File: config.mk
export PLATFORM = sky130hd
export DESIGN_NAME = seq_ctrl
export DESIGN_NICKNAME = d
export VERILOG_FILES = /design/src/rtl/seq_ctrl.sv
export SDC_FILE = /design/constraint.sdc
export NUM_CORES = 1
export LEC_CHECK = 0
export ABC_AREA = 1
export CAP_MARGIN = 20
export CORE_MARGIN = 3
export CORE_UTILIZATION = 30
export CTS_CLUSTER_SIZE = 14
export DETAILED_ROUTE_END_ITERATION = 12
export PLACE_DENSITY_LB_ADDON = 0.15
export SYNTH_ARGS = -nofsm -noshare
export SYNTH_HDL_FRONTEND = slang
export SYNTH_SLANG_ARGS = --single-unit
File: constraint.sdc
create_clock -name clk -period 4.9 [get_ports clk]
set_clock_uncertainty 0.15 [all_clocks]
set_input_delay 0.98 -clock clk [delete_from_list [all_inputs] [get_ports clk]]
set_output_delay 0.98 -clock clk [all_outputs]
set_load 0.01 [all_outputs]
File: src/rtl/seq_ctrl.sv
// Multi-cycle sequencer for a Y86-64 style core: walks one instruction through
// fetch..PC update, raises per-stage enables and tracks status/retire count.
module seq_ctrl #(
   parameter logic [63:0] START_PC = 64'd0
) (
   input  logic        clk,
   input  logic        rst_n,
   input  logic        start,
   input  logic [3:0]  icode,
   input  logic        instr_valid,
   input  logic        imem_error,
   input  logic        cnd,
   input  logic [63:0] valC,
   input  logic [63:0] valP,
   input  logic [63:0] valM,
   input  logic        dmem_error,
   output logic [63:0] PC,
   output logic        fetch_en,
   output logic        decode_en,
   output logic        execute_en,
   output logic        memory_en,
   output logic        wb_en,
   output logic        set_cc,
   output logic [2:0]  stat,
   output logic        busy,
   output logic        halted,
   output logic [31:0] instr_count
);

   localparam int unsigned XW = 64;
   localparam int unsigned CW = 32;
   localparam int unsigned SW = 3;
   localparam int unsigned IW = 4;

   localparam logic [SW-1:0] STAT_AOK = SW'(1);
   localparam logic [SW-1:0] STAT_HLT = SW'(2);
   localparam logic [SW-1:0] STAT_ADR = SW'(3);
   localparam logic [SW-1:0] STAT_INS = SW'(4);

   localparam logic [IW-1:0] IC_HALT = IW'(0);
   localparam logic [IW-1:0] IC_OPQ  = IW'(6);
   localparam logic [IW-1:0] IC_JXX  = IW'(7);
   localparam logic [IW-1:0] IC_CALL = IW'(8);
   localparam logic [IW-1:0] IC_RET  = IW'(9);

   typedef enum logic [2:0] {
      S_IDLE, S_FETCH, S_DECODE, S_EXECUTE, S_MEMORY, S_WRITEBACK, S_PCUPD, S_HALT
   } state_t;

   state_t        state, state_nxt;
   logic [XW-1:0] pc_nxt;
   logic [SW-1:0] stat_nxt;
   logic [CW-1:0] cnt_nxt;
   logic [IW-1:0] icode_q, icode_q_nxt;
   logic          cnd_q, cnd_q_nxt;
   logic [XW-1:0] valm_q, valm_q_nxt;
   logic          fetch_en_nxt, decode_en_nxt, execute_en_nxt, memory_en_nxt, wb_en_nxt;
   logic          set_cc_nxt, busy_nxt, halted_nxt;

   // Next-state, datapath updates and registered-output decode of the next state
   always_comb begin
      state_nxt   = state;
      pc_nxt      = PC;
      stat_nxt    = stat;
      cnt_nxt     = instr_count;
      icode_q_nxt = icode_q;
      cnd_q_nxt   = cnd_q;
      valm_q_nxt  = valm_q;

      case (state)
         S_IDLE: begin
            if (start) begin
               state_nxt = S_FETCH;
               pc_nxt    = START_PC;
               stat_nxt  = STAT_AOK;
               cnt_nxt   = '0;
            end
         end
         S_FETCH: begin
            icode_q_nxt = icode;
            // Address fault outranks illegal-instruction, which outranks halt
            if (imem_error) begin
               stat_nxt  = STAT_ADR;
               state_nxt = S_HALT;
            end else if (!instr_valid) begin
               stat_nxt  = STAT_INS;
               state_nxt = S_HALT;
            end else if (icode == IC_HALT) begin
               stat_nxt  = STAT_HLT;
               state_nxt = S_HALT;
            end else begin
               state_nxt = S_DECODE;
            end
         end
         S_DECODE: state_nxt = S_EXECUTE;
         S_EXECUTE: begin
            cnd_q_nxt = cnd;
            state_nxt = S_MEMORY;
         end
         S_MEMORY: begin
            valm_q_nxt = valM;
            if (dmem_error) begin
               stat_nxt  = STAT_ADR;
               state_nxt = S_HALT;
            end else begin
               state_nxt = S_WRITEBACK;
            end
         end
         S_WRITEBACK: state_nxt = S_PCUPD;
         S_PCUPD: begin
            if (icode_q == IC_CALL || (icode_q == IC_JXX && cnd_q))
               pc_nxt = valC;
            else if (icode_q == IC_RET)
               pc_nxt = valm_q;
            else
               pc_nxt = valP;
            cnt_nxt   = instr_count + CW'(1);
            state_nxt = S_FETCH;
         end
         S_HALT:  state_nxt = S_HALT;
         default: state_nxt = S_IDLE;
      endcase

      fetch_en_nxt   = (state_nxt == S_FETCH);
      decode_en_nxt  = (state_nxt == S_DECODE);
      execute_en_nxt = (state_nxt == S_EXECUTE);
      memory_en_nxt  = (state_nxt == S_MEMORY);
      wb_en_nxt      = (state_nxt == S_WRITEBACK);
      set_cc_nxt     = (state_nxt == S_EXECUTE) && (icode_q_nxt == IC_OPQ);
      busy_nxt       = (state_nxt != S_IDLE) && (state_nxt != S_HALT);
      halted_nxt     = (state_nxt == S_HALT);
   end

   // State and output registers
   always_ff @(posedge clk or negedge rst_n) begin
      if (!rst_n) begin
         state       <= S_IDLE;
         PC          <= START_PC;
         stat        <= STAT_AOK;
         instr_count <= '0;
         icode_q     <= '0;
         cnd_q       <= 1'b0;
         valm_q      <= '0;
         fetch_en    <= 1'b0;
         decode_en   <= 1'b0;
         execute_en  <= 1'b0;
         memory_en   <= 1'b0;
         wb_en       <= 1'b0;
         set_cc      <= 1'b0;
         busy        <= 1'b0;
         halted      <= 1'b0;
      end else begin
         state       <= state_nxt;
         PC          <= pc_nxt;
         stat        <= stat_nxt;
         instr_count <= cnt_nxt;
         icode_q     <= icode_q_nxt;
         cnd_q       <= cnd_q_nxt;
         valm_q      <= valm_q_nxt;
         fetch_en    <= fetch_en_nxt;
         decode_en   <= decode_en_nxt;
         execute_en  <= execute_en_nxt;
         memory_en   <= memory_en_nxt;
         wb_en       <= wb_en_nxt;
         set_cc      <= set_cc_nxt;
         busy        <= busy_nxt;
         halted      <= halted_nxt;
      end
   end

endmodule

==> summary by stage, run 1 <==
Run status
The flow ran to the end, and the final reports show no timing, DRC or antenna violations.

Clock network
The count of cells resized by post-cts repair is 0. In this run the deepest clock path goes through 2 buffers. The total clock buffers created by CTS is 17. The clock-pin slew of the registers on the worst-case setup and hold paths is 0.07 ns. The post-cts hold buffer count is 0.

For the worst-skew pair, the clock arrives at the later sink with an insertion delay of 0.43 ns. TritonCTS built the clock tree. In this run the number of H-tree levels came out at 4.

The number of clock sinks is 179. The library cell used as clock root buffer is clkbuf_16. Buffers added to address setup during post-CTS repair amount to 0.

Layout
The area added between synthesis and finish is 41.5%. The number of nets in the layout is 1803. Once layout is complete, the utilization of the core stands at 43.8%. For this run, the number of standard cells in the final layout without fillers is 2006. The number of filler cells placed in the layout is 3126. The share of final-layout standard cells stronger than drive strength 1 is 4.47%.

Global route
For met1 alone, demand over resource in global routing was 24.7%. Global routing consumed, over all layers together, 19.2% of the routing resources. Summed over all layers, the global routing overflow is 0.

Entering global routing, the biggest net connects 82 pins. The first-pass GRT wire length is 50500 um. met2 is the most crowded layer.

The number of global-route vias before repair was 9228. For this run, global-route usage on met3 was measured as 5.34%. The number of antenna violations at the first check in global routing is 4.

The met2 track demand over resource is 31.8%.

Power
The standby leakage power is 0.00644 uW. The design draws 7000 uW. Dividing total power by cell area gives a power density of 532 mW/mm^2.

IR analysis of the VDD net gives a maximum drop of 246 uV.

Timing
The worst slew margin relative to its limit is 42.1%. In the finished design, the share of the clock period the worst path needs comes to 56.0%. Derived from the worst setup path, the maximum achievable clock frequency is 364 MHz. For the pin with the worst max-slew slack, the measured transition is 0.867 ns. Setup violations remaining at the end of the flow were counted as 0. The count of final max-slew check failures is 0. The number of hold violations in the final report is 0.

On the final layout, the worst hold slack is 0.318 ns. Setup repair after global routing left no endpoint under its margin. The clock period minus worst slack is 2.74 ns.

The setup TNS is 0 ns.

Worst setup path
In this design, the largest share of critical-path delay is due to buffers and inverters. Walking the worst path, the cells encountered are clkdlybuf4s50_1, nand2_4, nand2_4, inv_2, buf_4, nand2_1, nand2_1. The data required time at the worst endpoint is 5.12 ns.

In this run the worst path has a maximum fanout of 51. The count of buffering cells on the critical path with inverters included is 3. The highest cell delay on the worst timing path is 0.59 ns. The worst setup path is captured at a flop. Data arrives at the worst endpoint at 2.97 ns. The worst setup path is launched from an input port.

The path type of the worst setup path is in2reg. The slowest stage of the critical path is the buf_4 cell.

Min path
The class of the worst hold path is reg2reg.

Synthesis
During synthesis, Yosys emitted a total of 0 warnings. Yosys mapped the design onto 29 distinct sky130hd cell types. The total standard cell area after synthesis is 0.00931 sq mm. The sequential fraction of the synthesis area is 48.1%.

The number of instances in the synthesized netlist is 1320. Synthesis inferred 179 register bits. The net count after synthesis is 1524.

Dividing the synthesized area by the synthesized cell count gives 7.05 sq um.

Placed design
The number of placed instances, taps included, is 1970. The placer congestion estimate is 0.861. Input and output buffers added on the ports amount to 309.

After legalization and detailed placement, the total HPWL measured 22500 um.

Route
Dividing the detail-routed via count by the number of cells gives 4.51. In the routed design, unresolved DRC markers number 0. The first TritonRoute pass finished after 6 iterations.

The final layout contains routed wiring with a total length of 31300 um. The detailed router placed 9047 vias in this run. The detail route stage leaves a number of antenna-violating nets equal to 0.

The wire length per cell after detailed routing is 15.6 um. The DRC marker count from the first detailed-route iteration is 477.

Floorplanning
The height of the chip is 182 um. The effective utilization at floorplan is 30.9%. The die covers 0.0332 sq mm. The horizontal die dimension is 182 um.

After floorplanning, the core was sized to cover 0.0301 sq mm. The placement row count is 63. Pin placement for this block handled 310 I/O pins.

Job
Across the run, the number of max-cap violations was 0.
==> final timing paths <==
kind	slack [ns]	from	to	depth (start not counted)
max	2.16	start	PC[1]	7
min	0.32	stat[0]	stat[0]	2
max reg2reg	2.30	icode_q[2]	PC[23]	8
min reg2reg	0.32	stat[0]	stat[0]	2
max in group asynchronous	3.09	rst_n	valm_q[5]	2
min in group asynchronous	0.40	rst_n	PC[46]	1
==> state kept, by name (all words and copies together) (netlist names), 3 cells and up <==
register / count
PC: 64
icode_q: 4
instr_count: 32
stat: 3
state: 3
valm_q: 64
==> metal layers <==
layer  vias up  routed length [um]
met5         -                   0
met4         0                 253
met3        16                2240
met2       256               15000
met1      4179               13800
li1       4596                   -
==> worst min-delay path, stage by stage, from the launching register on <==
cell	delay, ns
dfstp_2	0.37
nand2_1	0.05
nand2_1	0.04
==> synth_stat cells (all sizes together) <==
master | instances | area, sq um
a22o | 1 | 8.76
inv | 115 | 432
o21a | 1 | 7.51
mux2 | 1 | 11.3
a21oi | 9 | 45.0
o21ai | 128 | 644
clkbuf | 10 | 37.5
mux2i | 1 | 10.0
buf | 49 | 367
nand2 | 698 | 2650
dfrtp | 178 | 4450
ha | 1 | 12.5
nand4 | 2 | 12.5
nor2 | 70 | 305
nor3 | 2 | 10.0
dfstp | 1 | 26.3
nand3 | 53 | 283
==> final cells by class <==
type	instances	area (sq um)	share of cell area (%)
multi-input cells	967	4010	30.4
inverters	115	432	3.28
clock buffers	19	453	3.44
diodes	4	10.0	0.0760
flip-flops and latches	179	4480	34.0
well taps	390	488	3.70
repair buffers	319	3170	24.1
clock inverters	13	133	1.01
==> stage by stage <==
stage	setup slack, ns	area (sq um)
3_5_place_dp	1.68	12600
2_1_floorplan	3.12	9310
4_1_cts	2.13	13200
5_1_grt	1.97	13200
3_3_place_gp	1.72	12600
6_report	2.16	13200
==> placed cells by master, fill, tap and decap left out, types with 2 or more instances in the layout <==
cell	synthesis	routed
clkbuf_16	0	17
clkdlybuf4s50_1	0	308
buf_4	12	10
dfrtp_1	178	178
nor2_4	4	4
nor3_1	2	2
nand2_2	4	3
clkbuf_8	0	3
nand4_1	2	2
clkinv_4	0	2
inv_6	0	4
o21ai_0	80	80
a21oi_1	9	9
nor2_1	61	61
nor2_2	5	5
nand2_1	692	692
diode_2	0	4
nand2_4	2	3
o21ai_1	47	47
nand3_1	51	51
inv_1	106	106
inv_8	0	5
inv_2	9	9
==> power breakdown <==
| group | leakage, uW | total (uW) | switching (uW) | internal, uW |
|---|---|---|---|---|
| clock network | 0.000288 | 1390 | 681 | 708 |
| logic | 0.00393 | 3050 | 1730 | 1330 |
| registers | 0.00223 | 2560 | 421 | 2140 |
| total | 0.00644 | 7000 | 2830 | 4180 |
==> cell families (layout without fill, tap and decap cells) <==
family | count (synthesis) | after routing | synth area share [%]
flip-flops | 179 | 179 | 48.1
other | 0 | 4 | 0
AO/OA/AOI/OAI | 139 | 139 | 7.58
adder cells (fa/ha/maj) | 1 | 1 | 0.134
multiplexers | 2 | 2 | 0.228
AND/OR/NAND/NOR | 825 | 825 | 35.0
buffers and inverters | 174 | 466 | 8.98
Power figures use the tool's default switching activity.
==> run 2, diff against run 1 <==
- clock period: 4.9 -> 2.2 ns (I/O delays scaled with it)
==> run 2 against run 1 <==
Effect of this change:
- setup slack worse by 2.0 ns
- highest routed layer is now met5
- first-iteration DRC count fell by 13%
- non-clock buffer count up 14
- register-to-register slack worse by 1.9 ns
- clock power increased by 120%
- sequential cell count did not move
- combinational power grew 130%
- global-route usage shrank 0.12 points
==> summary by stage, run 2 (synthesis gave the netlist of run 1 again) <==
Run status
The flow ran to the end, and the final reports show no timing, DRC or antenna violations.

Clock network
The clock latency on the worst-skew pair is 0.42 ns (about the same). In this run the clock root is driven by a clkbuf_16. The clock-pin slew of the registers on the worst-case setup and hold paths came to 0.07 ns (about the same). The total clock buffers created by CTS is 17 (unchanged). The number of clock sinks came to 179 (unchanged). The number of H-tree branching levels is 4 (unchanged). The total setup buffers inserted after CTS is 0 (unchanged). TritonCTS built the clock tree. The clock tree buffer depth was 2 (unchanged).

Worst setup path
The data required time at the worst endpoint is 1.61 ns (-3.51 ns). The largest driver fanout on the critical path is 6 (-88%). The endpoint kind of the worst setup timing path is a primary output. Grouping stages by cell kind, the critical path spends the most delay in buffers and inverters. The signal on the critical path passes through clkdlybuf4s50_1.

The critical path data arrival time is 1.49 ns (-1.48 ns). The worst setup path is of the reg2out kind. The cell type of the slowest stage on the worst timing path is clkdlybuf4s50_1. STA classifies the critical path startpoint as a flop. The count of buffering cells on the critical path with inverters included is 1 (-2). The highest cell delay on the worst timing path is 0.59 ns (about the same).

Timing
The final critical path takes up 94.3% of the cycle. Setup repair after global routing left no endpoint under its margin. The total setup violations reported at the end of the flow is 0 (unchanged). The worst slew margin relative to its limit is 55.2% (+13 points).

The slew at the pin closest to its max-slew limit is 0.671 ns (-0.196 ns). The clock period minus worst slack is 2.08 ns. The count of final max-slew check failures was 0 (unchanged). The setup TNS is 0 ns (unchanged). The number of hold violations in the final report is 0 (unchanged). The maximum clock frequency is 482 MHz. The worst path setup slack after routing is 0.125 ns (-2.03 ns).

Power
The standby leakage power is 0.00655 uW (+1.7%). The peak supply drop came to 676 uV (+170%). The power density over the cells is 1180 mW/mm^2 (+120%).

Route
The final routed wirelength across all metal layers was 31700 um (+1.2%). The count of nets left with antenna violations after detail routing is 0 (unchanged). The total number of vias is 9050 (+0.033%). The number of detailed-routing iterations run before antenna repair was 5 (-1). The DRC marker count from the first detailed-route iteration was 413 (-13%). The number of DRC violations after detailed routing is 0 (unchanged). The via count normalized by instance count is 4.49 (-0.51%). The wire length per cell after detailed routing was 15.7 um (+0.61%).

Layout
The library cell used most frequently in the layout, excluding fill and tap cells, is nand2_1. The library cells used most frequently in the layout, excluding fill and tap cells, are nand2_1 (692), clkdlybuf4s50_1 (308), dfrtp_1 (178). The area added between synthesis and finish is 44.0%. The area of the multi-input gates is 0.00401 sq mm (unchanged). The final non-filler cell area was 0.0134 sq mm (+1.8%). The number of nets in the layout is 1817 (+0.78%). The largest registers in the layout are PC (64), valm_q (64), instr_count (32). The share of final-layout standard cells stronger than drive strength 1 came to 5.05% (+0.58 points).

The number of filler cells placed in the layout is 3061 (-2.1%). The area of all sequential standard cells is 0.00448 sq mm (unchanged).

Floorplanning
The number of I/O pins is 310 (unchanged). The area of the placeable core is 0.0301 sq mm (unchanged). The placement row count is 63 (unchanged). The area of the die is 0.0332 sq mm (unchanged). The effective utilization at floorplan was 30.9% (unchanged). The horizontal die dimension is 182 um (unchanged). The height of the chip came to 182 um (unchanged).

Min path
The tightest min-delay check is of the reg2reg type.

Job
The number of violations of the max-capacitance limit is 0 (unchanged).

Global route
The combined global-route utilization of all metal layers is 19.0% (-0.12 points). The maximum number of pins on one net before global-route repair was 86 (+4.9%). The number of global-route vias before repair is 8856 (-4.0%). The number of antenna violations at the first check in global routing was 3 (-1). The sum of overflow across all layers after global routing was 0 (unchanged).

The first-pass GRT wire length is 49800 um (-1.2%).

Placed design
The placer congestion estimate is 0.836 (-2.8%). The detailed placer's ending HPWL was 22800 um (+1.6%). The count of input and output buffers was 309 (unchanged). The setup slack at placement came to 0.283 ns (-1.39 ns). The cell area after placement is 0.0128 sq mm (+1.9%).
## run 2: cell types whose count changed in the layout (fill, tap and decap cells not counted), sizes merged
cell	before	now
buf	10	23
diode	4	2
bufinv	0	2
dlygate4sd3	0	1
clkinvlp	1	2
inv	124	119
clkinv	3	4
## run 2: final timing paths
kind,startpoint,cells after the start,to,slack (ns)
worst max-delay path,instr_count[24],1,instr_count[24],0.12
worst min-delay path,stat[0],2,stat[0],0.32
worst max register to register,instr_count[7],7,instr_count[22],0.39
worst min register to register,stat[0],2,stat[0],0.32
max in group asynchronous,rst_n,3,PC[28],0.77
min in group asynchronous,rst_n,2,PC[42],0.43
## run 2: area by class of cell
cell class	count	share of cell area, %
Multi-Input combinational cell	967	29.9
Antenna cell	2	0.0373
Timing Repair Buffer	333	25.5
Tap cell	390	3.64
Inverter	115	3.22
Clock buffer	19	3.23
Clock inverter	12	1.10
Sequential cell	179	33.4
## run 2: timing repair
item,4_1_cts,5_1_grt
gates resized for setup,0,0
endpoints found under the hold margin,58,0
setup endpoints to repair,0,0
hold buffers,1,0
## run 2: metal layers
metal / up-vias / GRT usage, % / share of wire, %
met5: - / 0 / 0.041
met2: 254 / 31.7 / 48
li1: 4619 / - / -
met1: 4157 / 24.9 / 44
met3: 18 / 5.14 / 6.2
met4: 2 / 4.33 / 1.2
## run 2: stage by stage
| step | std cells | util [%] | hold WS (ns) | total power [uW] |
|---|---|---|---|---|
| CTS | 2015 | 44.5 | 0.317 | 16100 |
| detailed placement | 1983 | 42.6 | 0.306 | 12900 |
| floorplan | 1320 | - | -0.00559 | 9540 |
| global route | 2017 | 44.5 | 0.342 | 17200 |
| global placement | 1983 | 42.6 | 0.304 | 12800 |
| finish | 2017 | 44.5 | 0.319 | 15900 |
## run 2: where the power goes
group          internal, uW  total (uW)  switching (uW)  leakage [uW]
combinational          3170        7080            3910       0.00405
clock                  1700        3100            1400      0.000277
sequential             4780        5700             925       0.00223
total                  9640       15900            6230       0.00655
